--- config.mk ---
export PLATFORM = sky130hd
export DESIGN_NAME = slave_port_v3_flat
export DESIGN_NICKNAME = d
export VERILOG_FILES = /design/src/rtl/slave_port_v3_if.sv /design/src/rtl/slave_port_v3.sv /design/src/flat_wrapper.sv
export SDC_FILE = /design/constraint.sdc
export NUM_CORES = 2
export LEC_CHECK = 0
export CAP_MARGIN = 15
export CORE_MARGIN = 5
export CORE_UTILIZATION = 45
export CTS_CLUSTER_DIAMETER = 50
export DETAILED_ROUTE_END_ITERATION = 6
export DONT_BUFFER_PORTS = 1
export SKIP_CTS_REPAIR_TIMING = 1
export SLEW_MARGIN = 0
export SYNTH_ARGS = -nofsm -noshare
export SYNTH_HDL_FRONTEND = slang
export SYNTH_SLANG_ARGS = --single-unit
export TNS_END_PERCENT = 1
--- constraint.sdc ---
create_clock -name clk -period 8.3 [get_ports clk]
set_input_delay 1.66 -clock clk [delete_from_list [all_inputs] [get_ports clk]]
set_output_delay 1.66 -clock clk [all_outputs]
set_load 0.02 [all_outputs]
--- src/rtl/slave_port_v3_if.sv ---
// slave_port_v3_if: bit-serial bus between a master port and slave_port_v3.
// Carries the write/read serial lines, their handshakes, and the slave's
// split/error status. Clock and reset are not carried here.
interface slave_port_v3_if;
  logic mode;
  logic wr_bus;
  logic master_valid;
  logic master_ready;
  logic rd_bus;
  logic slave_ready;
  logic slave_valid;
  logic split;
  logic error;

  modport master (
    output mode, wr_bus, master_valid, master_ready,
    input  rd_bus, slave_ready, slave_valid, split, error
  );

  modport slave (
    input  mode, wr_bus, master_valid, master_ready,
    output rd_bus, slave_ready, slave_valid, split, error
  );
endinterface

--- src/rtl/slave_port_v3.sv ---
// slave_port_v3: bit-serial bus slave with an internal word memory.
// Header = ADDR_WIDTH address bits then LEN_WIDTH length bits (MSB first).
// Bursts of LEN+1 beats, addresses wrap modulo MEM_DEPTH; a start address
// at or beyond MEM_DEPTH produces a one-cycle error pulse.
// Optional compile-time feature: SLAVE_SPLIT_EN drives split high during
// the read latency; without it split is tied to 0.
module slave_port_v3 #(
  parameter int ADDR_WIDTH   = 12,
  parameter int DATA_WIDTH   = 8,
  parameter int MEM_DEPTH    = 256,
  parameter int LEN_WIDTH    = 2,
  parameter int READ_LATENCY = 4
) (
  input logic            clk,
  input logic            rst,
  slave_port_v3_if.slave bus
);

  localparam int HDR_BITS = ADDR_WIDTH + LEN_WIDTH;
  localparam int MAX_BITS = (HDR_BITS > DATA_WIDTH) ? HDR_BITS : DATA_WIDTH;
  localparam int CNT_W    = $clog2(MAX_BITS + 1);
  localparam int LAT_W    = $clog2(READ_LATENCY + 1);
  localparam int IDX_W    = $clog2(MEM_DEPTH);

  typedef enum logic [2:0] {
    ST_IDLE  = 3'd0,
    ST_ADDR  = 3'd1,
    ST_LEN   = 3'd2,
    ST_DEC   = 3'd3,
    ST_ERR   = 3'd4,
    ST_WDATA = 3'd5,
    ST_RLAT  = 3'd6,
    ST_SEND  = 3'd7
  } state_t;

  state_t                  state_r;
  state_t                  state_nx_s;
  logic [ADDR_WIDTH-1:0]   addr_r;
  logic [LEN_WIDTH-1:0]    len_r;
  logic                    mode_r;
  logic [DATA_WIDTH-2:0]   wdata_r;
  logic [DATA_WIDTH-1:0]   tx_r;
  logic [CNT_W-1:0]        bit_cnt_r;
  logic [LEN_WIDTH-1:0]    beat_r;
  logic [LAT_W-1:0]        lat_cnt_r;
  logic                    slave_ready_r;
  logic                    slave_valid_r;
  logic                    error_r;
  logic [DATA_WIDTH-1:0]   mem_r [MEM_DEPTH];

  logic                    acc_s;
  logic                    cons_s;
  logic                    addr_last_s;
  logic                    hdr_last_s;
  logic                    data_last_s;
  logic                    beat_last_s;
  logic                    lat_done_s;
  logic                    oor_s;
  logic                    we_s;
  logic [DATA_WIDTH-1:0]   wr_word_s;
  logic [LEN_WIDTH-1:0]    beat_sel_s;
  logic [IDX_W-1:0]        mem_idx_s;

  assign acc_s       = bus.master_valid & slave_ready_r;
  assign cons_s      = slave_valid_r & bus.master_ready;
  assign addr_last_s = (bit_cnt_r == CNT_W'(ADDR_WIDTH - 1));
  assign hdr_last_s  = (bit_cnt_r == CNT_W'(HDR_BITS - 1));
  assign data_last_s = (bit_cnt_r == CNT_W'(DATA_WIDTH - 1));
  assign beat_last_s = (beat_r == len_r);
  assign lat_done_s  = (lat_cnt_r == LAT_W'(READ_LATENCY - 1));
  assign oor_s       = (32'(addr_r) >= 32'(MEM_DEPTH));
  assign wr_word_s   = {wdata_r, bus.wr_bus};
  assign we_s        = (state_r == ST_WDATA) & acc_s & data_last_s;

  // Memory index: in SEND it points at the next beat so the following word is ready on the last-bit edge
  always_comb begin
    beat_sel_s = beat_r;
    if (state_r == ST_SEND) begin
      beat_sel_s = beat_r + LEN_WIDTH'(1);
    end else begin
      beat_sel_s = beat_r;
    end
    mem_idx_s = addr_r[IDX_W-1:0] + IDX_W'(beat_sel_s);
  end

  // State register with synchronous reset to IDLE
  always_ff @(posedge clk) begin
    if (rst) begin
      state_r <= ST_IDLE;
    end else begin
      state_r <= state_nx_s;
    end
  end

  // Next-state decode
  always_comb begin
    state_nx_s = state_r;
    case (state_r)
      ST_IDLE: begin
        if (bus.master_valid) state_nx_s = ST_ADDR;
        else                  state_nx_s = ST_IDLE;
      end
      ST_ADDR: begin
        if (!bus.master_valid) state_nx_s = ST_IDLE;
        else if (addr_last_s)  state_nx_s = ST_LEN;
        else                   state_nx_s = ST_ADDR;
      end
      ST_LEN: begin
        if (!bus.master_valid) state_nx_s = ST_IDLE;
        else if (hdr_last_s)   state_nx_s = ST_DEC;
        else                   state_nx_s = ST_LEN;
      end
      ST_DEC: begin
        if (oor_s)       state_nx_s = ST_ERR;
        else if (mode_r) state_nx_s = ST_WDATA;
        else             state_nx_s = ST_RLAT;
      end
      ST_ERR: begin
        state_nx_s = ST_IDLE;
      end
      ST_WDATA: begin
        if (!bus.master_valid)                state_nx_s = ST_IDLE;
        else if (data_last_s && beat_last_s)  state_nx_s = ST_IDLE;
        else                                  state_nx_s = ST_WDATA;
      end
      ST_RLAT: begin
        if (lat_done_s) state_nx_s = ST_SEND;
        else            state_nx_s = ST_RLAT;
      end
      ST_SEND: begin
        if (cons_s && data_last_s && beat_last_s) state_nx_s = ST_IDLE;
        else                                       state_nx_s = ST_SEND;
      end
      default: begin
        state_nx_s = ST_IDLE;
      end
    endcase
  end

  // Datapath: header shift-in, write assembly, latency count and send shifter
  always_ff @(posedge clk) begin
    if (rst) begin
      addr_r    <= '0;
      len_r     <= '0;
      mode_r    <= 1'b0;
      wdata_r   <= '0;
      tx_r      <= '0;
      bit_cnt_r <= '0;
      beat_r    <= '0;
      lat_cnt_r <= '0;
    end else begin
      case (state_r)
        ST_IDLE: begin
          bit_cnt_r <= '0;
          beat_r    <= '0;
          lat_cnt_r <= '0;
          tx_r      <= '0;
        end
        ST_ADDR: begin
          if (acc_s) begin
            addr_r    <= (addr_r << 1) | ADDR_WIDTH'(bus.wr_bus);
            bit_cnt_r <= bit_cnt_r + CNT_W'(1);
          end
        end
        ST_LEN: begin
          if (acc_s) begin
            len_r <= (len_r << 1) | LEN_WIDTH'(bus.wr_bus);
            if (hdr_last_s) begin
              mode_r    <= bus.mode;
              bit_cnt_r <= '0;
            end else begin
              bit_cnt_r <= bit_cnt_r + CNT_W'(1);
            end
          end
        end
        ST_DEC: begin
          bit_cnt_r <= '0;
          beat_r    <= '0;
          lat_cnt_r <= '0;
        end
        ST_ERR: begin
          bit_cnt_r <= '0;
        end
        ST_WDATA: begin
          if (acc_s) begin
            wdata_r <= (wdata_r << 1) | (DATA_WIDTH - 1)'(bus.wr_bus);
            if (data_last_s) begin
              bit_cnt_r <= '0;
              beat_r    <= beat_r + LEN_WIDTH'(1);
            end else begin
              bit_cnt_r <= bit_cnt_r + CNT_W'(1);
            end
          end
        end
        ST_RLAT: begin
          if (lat_done_s) begin
            lat_cnt_r <= '0;
            tx_r      <= mem_r[mem_idx_s];
          end else begin
            lat_cnt_r <= lat_cnt_r + LAT_W'(1);
          end
        end
        ST_SEND: begin
          if (cons_s) begin
            if (data_last_s) begin
              bit_cnt_r <= '0;
              if (beat_last_s) begin
                tx_r <= '0;
              end else begin
                beat_r <= beat_r + LEN_WIDTH'(1);
                tx_r   <= mem_r[mem_idx_s];
              end
            end else begin
              bit_cnt_r <= bit_cnt_r + CNT_W'(1);
              tx_r      <= tx_r << 1;
            end
          end
        end
        default: begin
          bit_cnt_r <= '0;
        end
      endcase
    end
  end

  // Word memory write port; contents survive reset
  always_ff @(posedge clk) begin
    if (we_s) begin
      mem_r[mem_idx_s] <= wr_word_s;
    end
  end

  // Registered handshake and status outputs, derived from the next state
  always_ff @(posedge clk) begin
    if (rst) begin
      slave_ready_r <= 1'b0;
      slave_valid_r <= 1'b0;
      error_r       <= 1'b0;
    end else begin
      slave_ready_r <= (state_nx_s == ST_ADDR) || (state_nx_s == ST_LEN) ||
                       (state_nx_s == ST_WDATA);
      slave_valid_r <= (state_nx_s == ST_SEND);
      error_r       <= (state_nx_s == ST_ERR);
    end
  end

`ifdef SLAVE_SPLIT_EN
  logic split_r;

  // Split flag: high on every read-latency cycle, low once SEND begins
  always_ff @(posedge clk) begin
    if (rst) begin
      split_r <= 1'b0;
    end else begin
      split_r <= (state_nx_s == ST_RLAT);
    end
  end

  assign bus.split = split_r;
`else
  assign bus.split = 1'b0;
`endif

  // tx_r is zero outside SEND, so its MSB is the registered serial output
  assign bus.rd_bus      = tx_r[DATA_WIDTH-1];
  assign bus.slave_ready = slave_ready_r;
  assign bus.slave_valid = slave_valid_r;
  assign bus.error       = error_r;

endmodule

--- src/flat_wrapper.sv ---
// flat-port wrapper written by rule: the top's interface ports become plain ports
module slave_port_v3_flat 
#(
  parameter int ADDR_WIDTH   = 12,
  parameter int DATA_WIDTH   = 8,
  parameter int MEM_DEPTH    = 256,
  parameter int LEN_WIDTH    = 2,
  parameter int READ_LATENCY = 4
)
  (clk, rst, bus_mode, bus_wr_bus, bus_master_valid, bus_master_ready, bus_rd_bus, bus_slave_ready, bus_slave_valid, bus_split, bus_error);
  slave_port_v3_if bus_i ();
  input logic clk;
  input logic rst;
  input wire logic [$bits(bus_i.mode)-1:0] bus_mode;
  input wire logic [$bits(bus_i.wr_bus)-1:0] bus_wr_bus;
  input wire logic [$bits(bus_i.master_valid)-1:0] bus_master_valid;
  input wire logic [$bits(bus_i.master_ready)-1:0] bus_master_ready;
  output wire logic [$bits(bus_i.rd_bus)-1:0] bus_rd_bus;
  output wire logic [$bits(bus_i.slave_ready)-1:0] bus_slave_ready;
  output wire logic [$bits(bus_i.slave_valid)-1:0] bus_slave_valid;
  output wire logic [$bits(bus_i.split)-1:0] bus_split;
  output wire logic [$bits(bus_i.error)-1:0] bus_error;
  assign bus_i.mode = bus_mode;
  assign bus_i.wr_bus = bus_wr_bus;
  assign bus_i.master_valid = bus_master_valid;
  assign bus_i.master_ready = bus_master_ready;
  assign bus_rd_bus = bus_i.rd_bus;
  assign bus_slave_ready = bus_i.slave_ready;
  assign bus_slave_valid = bus_i.slave_valid;
  assign bus_split = bus_i.split;
  assign bus_error = bus_i.error;
  slave_port_v3 #(.ADDR_WIDTH(ADDR_WIDTH), .DATA_WIDTH(DATA_WIDTH), .MEM_DEPTH(MEM_DEPTH), .LEN_WIDTH(LEN_WIDTH), .READ_LATENCY(READ_LATENCY)) u_core (.clk(clk), .rst(rst), .bus(bus_i));
endmodule
==> results.toml <==
[outcome]
status = "finished, final reports clean"

[pwr]
power.density_nw_per_um2 = 224
leakage_nw = 32.7
peakVddDrop_mv = 0.174

[worst_setup_path]
slowest_delay_ns = 0.85
endpoint = "u_core.tx_r[3]"
path_buf_inv = 3
crit_fanout = 62
cp_num_cells = 14
timing.rr.start = "u_core.state_r[2]"
path_delay_family = "XOR/XNOR gates"
worstSetupStartpoint = "u_core.state_r[2]"
r2r_setup_slack_ns = 2.18
timing.rr.end = "u_core.tx_r[3]"
cp.arrival_ns = 6.88
slowest_stage = "xnor2_4"
cp-start-kind = "flop"
critical_path_class = "flop to flop"
cpMostUsedCell = "buf_12"
required_ns = 9.06
endpoint_kind = "flop"
path_cells = "nand3_1, xnor2_1, ha_4, inv_1, fa_4, xnor2_4, buf_12, buf_12, mux4_2, mux2i_1, a22o_1, nor4_1, nand4_1, o32ai_1"
r2r_cells = 14

[yosys]
synth_cell_types = 88
ys_seq_area_share_pct = 75.9
synth_ff_type = "edfxtp_1"
synth-edff-count = 2048
async_flop_share_pct = 0
syn_area_per_cell_um2 = 21.5
synth_fp_nets = 3830
synth_area_um2 = 82200
synth_warnings = 0
synth_seq_cells = 2093
synth_cells = 3818

[timing]
final-hold-violation-count = 0
fmax_mhz = 163
tightest_slew_ns = 1.24
final.setup.tns_ns = 0
clock_skew_ns = 0.0645
rsz0062_at_grt = "false"
maxSlewHeadroom_pct = 17.4
slew_viol_final = 0
fin_crit_ns = 6.12
setup_violations = 0
period_share_pct = 73.7

[global_routing]
grt_overflow = 0
grt_pass1_wl_um = 302000
grt_pass1_vias = 39969
grtUsageTotal_pct = 21.9
grt_max_degree = 260
antenna_found_initial = 8

[floorplan]
start_util_pct = 45.1
die_area_um2 = 191000
fp.dieH_um = 438
fp-row-count = 157
io_pins = 11
core_area_um2 = 182000
die_x_um = 438

[finish]
fillers = 14410
seq_area_um2 = 62400
fin_nets = 3914
area_delta_synth_final_pct = 11.0
multi_input_area_um2 = 18500
stdcell_count = 6458
final_layout_size_suffix_gt1_share_pct = 24.7

[cts]
cts_tree = "done"
clock-root-buffer = "clkbuf_16"
clock_latency_ns = 0.87
htreeDepth = 4
cts.path.max_buffers = 3
cts.sinks = 2093
cts.clk_slew.worst_paths_ns = 0.06
cts_buffers = 207

[place]
dp_hpwl_um = 126000
dp.cells = 6077
io_buffers = 0
gp_congestion = 0.897

[routing]
vias = 39521
wl_per_cell_um = 32.5
drt_first_pass_iters = 6
routed_wl_um = 210000
first_iter_violations = 4393
post-route-drc-count = 0
viasPerCell = 6.12
ant_nets = 0

[job]
cap_violations = 0

[worst_hold_path]
hold_path_class = "flop to flop"
kinds of logic (layout without fill, tap and decap cells):
| group | count (synthesis) | count (layout) | share of synthesized area (%) |
|---|---|---|---|
| buffers and inverters | 242 | 494 | 1.84 |
| other | 1 | 4 | 0.00456 |
| DFF | 2093 | 2093 | 75.9 |
| adders and majority gates | 6 | 6 | 0.100 |
| AOI/OAI and AO/OA | 211 | 211 | 1.83 |
| muxes | 652 | 652 | 17.0 |
| and+or+nand+nor | 599 | 599 | 3.21 |
| xor gates and xnor gates | 14 | 14 | 0.172 |
synth_stat cells (all sizes together), types with 13 or more instances:
| library cell | n | share of area, % |
|---|---|---|
| a2111oi | 15 | 0.16 |
| a21oi | 38 | 0.24 |
| a22oi | 13 | 0.12 |
| and2 | 17 | 0.13 |
| buf | 114 | 1.1 |
| clkbuf | 119 | 0.72 |
| dfxtp | 45 | 1.1 |
| edfxtp | 2048 | 75 |
| mux2i | 58 | 0.71 |
| mux4 | 584 | 16 |
| nand2 | 83 | 0.38 |
| nand3 | 40 | 0.24 |
| nand4 | 14 | 0.11 |
| nor2 | 349 | 1.6 |
| nor3 | 20 | 0.13 |
| o21ai | 28 | 0.17 |
| o22ai | 29 | 0.24 |
worst reg2reg max path: cells and delay by family, from the launching register on:
kind | cells | cell delay [ns]
buf+inv | 3 | 0.88
flops | 1 | 0.77
fa+ha+maj | 2 | 0.75
compound gates | 2 | 0.66
simple gates | 3 | 1.16
xor+xnor | 2 | 1.22
mux | 2 | 0.58
per-stage QoR:
stage	setup WS (ns)	power [mW]	hold WS, ns	utilization (%)	instance area, um2
final	2.18	20.5	0.459	50.0	91300
after floorplan	3.57	11.7	0.432	-	82200
after CTS	1.82	20.6	0.462	50.0	91300
after global placement	1.97	11.7	0.439	46.5	84800
after detailed placement	1.83	11.7	0.454	46.5	84900
after global routing	1.94	21.1	0.486	50.0	91300
area by class of cell:
class / instances / share of cell area (%)
well taps: 2385 / 3.27
multi-input cells: 1483 / 20.2
clock inverters: 115 / 1.14
flip-flops and latches: 2093 / 68.3
repair buffers: 108 / 1.05
clock buffers: 262 / 5.94
diodes: 3 / 0.00822
inverters: 9 / 0.0397
placed cells by master, fill, tap and decap left out, types with 8 or more instances in the layout:
cell | Yosys | routed
a2111oi_0 | 14 | 9
a21oi_1 | 37 | 36
a22o_1 | 8 | 8
a22oi_1 | 13 | 13
and2_1 | 13 | 13
and3_1 | 10 | 10
buf_12 | 5 | 13
buf_4 | 24 | 90
bufinv_16 | 0 | 12
clkbuf_1 | 104 | 53
clkbuf_16 | 0 | 209
clkinv_1 | 1 | 46
clkinv_2 | 0 | 34
dfxtp_1 | 45 | 38
edfxtp_1 | 2048 | 2048
inv_1 | 8 | 8
mux2_2 | 10 | 10
mux2i_1 | 57 | 57
mux4_1 | 29 | 29
mux4_2 | 555 | 555
nand2_1 | 83 | 81
nand2b_1 | 8 | 8
nand3_1 | 40 | 31
nand3_2 | 0 | 9
nand4_1 | 14 | 14
nor2_1 | 349 | 349
nor2b_1 | 9 | 9
nor3_1 | 19 | 19
nor4_1 | 9 | 9
o21ai_0 | 26 | 26
o22ai_1 | 28 | 28
or3_1 | 10 | 8
xnor2_1 | 10 | 10
registers in the layout (all words and copies together) (netlist names):
signal                  count
u_core.bus.slave_valid      1
u_core.tx_r                 8
u_core.wdata_r              7
u_core.mem_r             2048
u_core.bit_cnt_r            4
u_core.bus.error            1
u_core.len_r                2
u_core.state_r              3
u_core.lat_cnt_r            3
u_core.addr_r              12
u_core.beat_r               2
u_core.mode_r               1
u_core.bus.slave_ready      1
layer usage:
layer	track usage (%)	up-vias	part of all wire [%]
met4	7.91	6	3.7
li1	-	16165	-
met2	33.6	1753	47
met5	0	-	0.020
met3	4.54	353	7.7
met1	31.6	21244	42
worst min path at each step:
stage	from	endpoint	slack [ns]	cells past startpoint
after floorplan	u_core.lat_cnt_r[2]	u_core.lat_cnt_r[2]	0.43	2
after global placement	u_core.lat_cnt_r[1]	u_core.lat_cnt_r[1]	0.44	2
after detailed placement	u_core.lat_cnt_r[2]	u_core.lat_cnt_r[2]	0.45	2
after CTS	u_core.lat_cnt_r[2]	u_core.lat_cnt_r[2]	0.46	2
after global routing	u_core.lat_cnt_r[2]	u_core.lat_cnt_r[2]	0.49	2
final	u_core.lat_cnt_r[2]	u_core.lat_cnt_r[2]	0.46	2
power by group:
part | total (mW) | internal [mW] | switching (mW)
registers | 11.4 | 11.4 | 0.00336
clock network | 8.99 | 5.01 | 3.97
logic | 0.0591 | 0.0242 | 0.0349
Note: power is estimated with default switching activity, not from simulation.
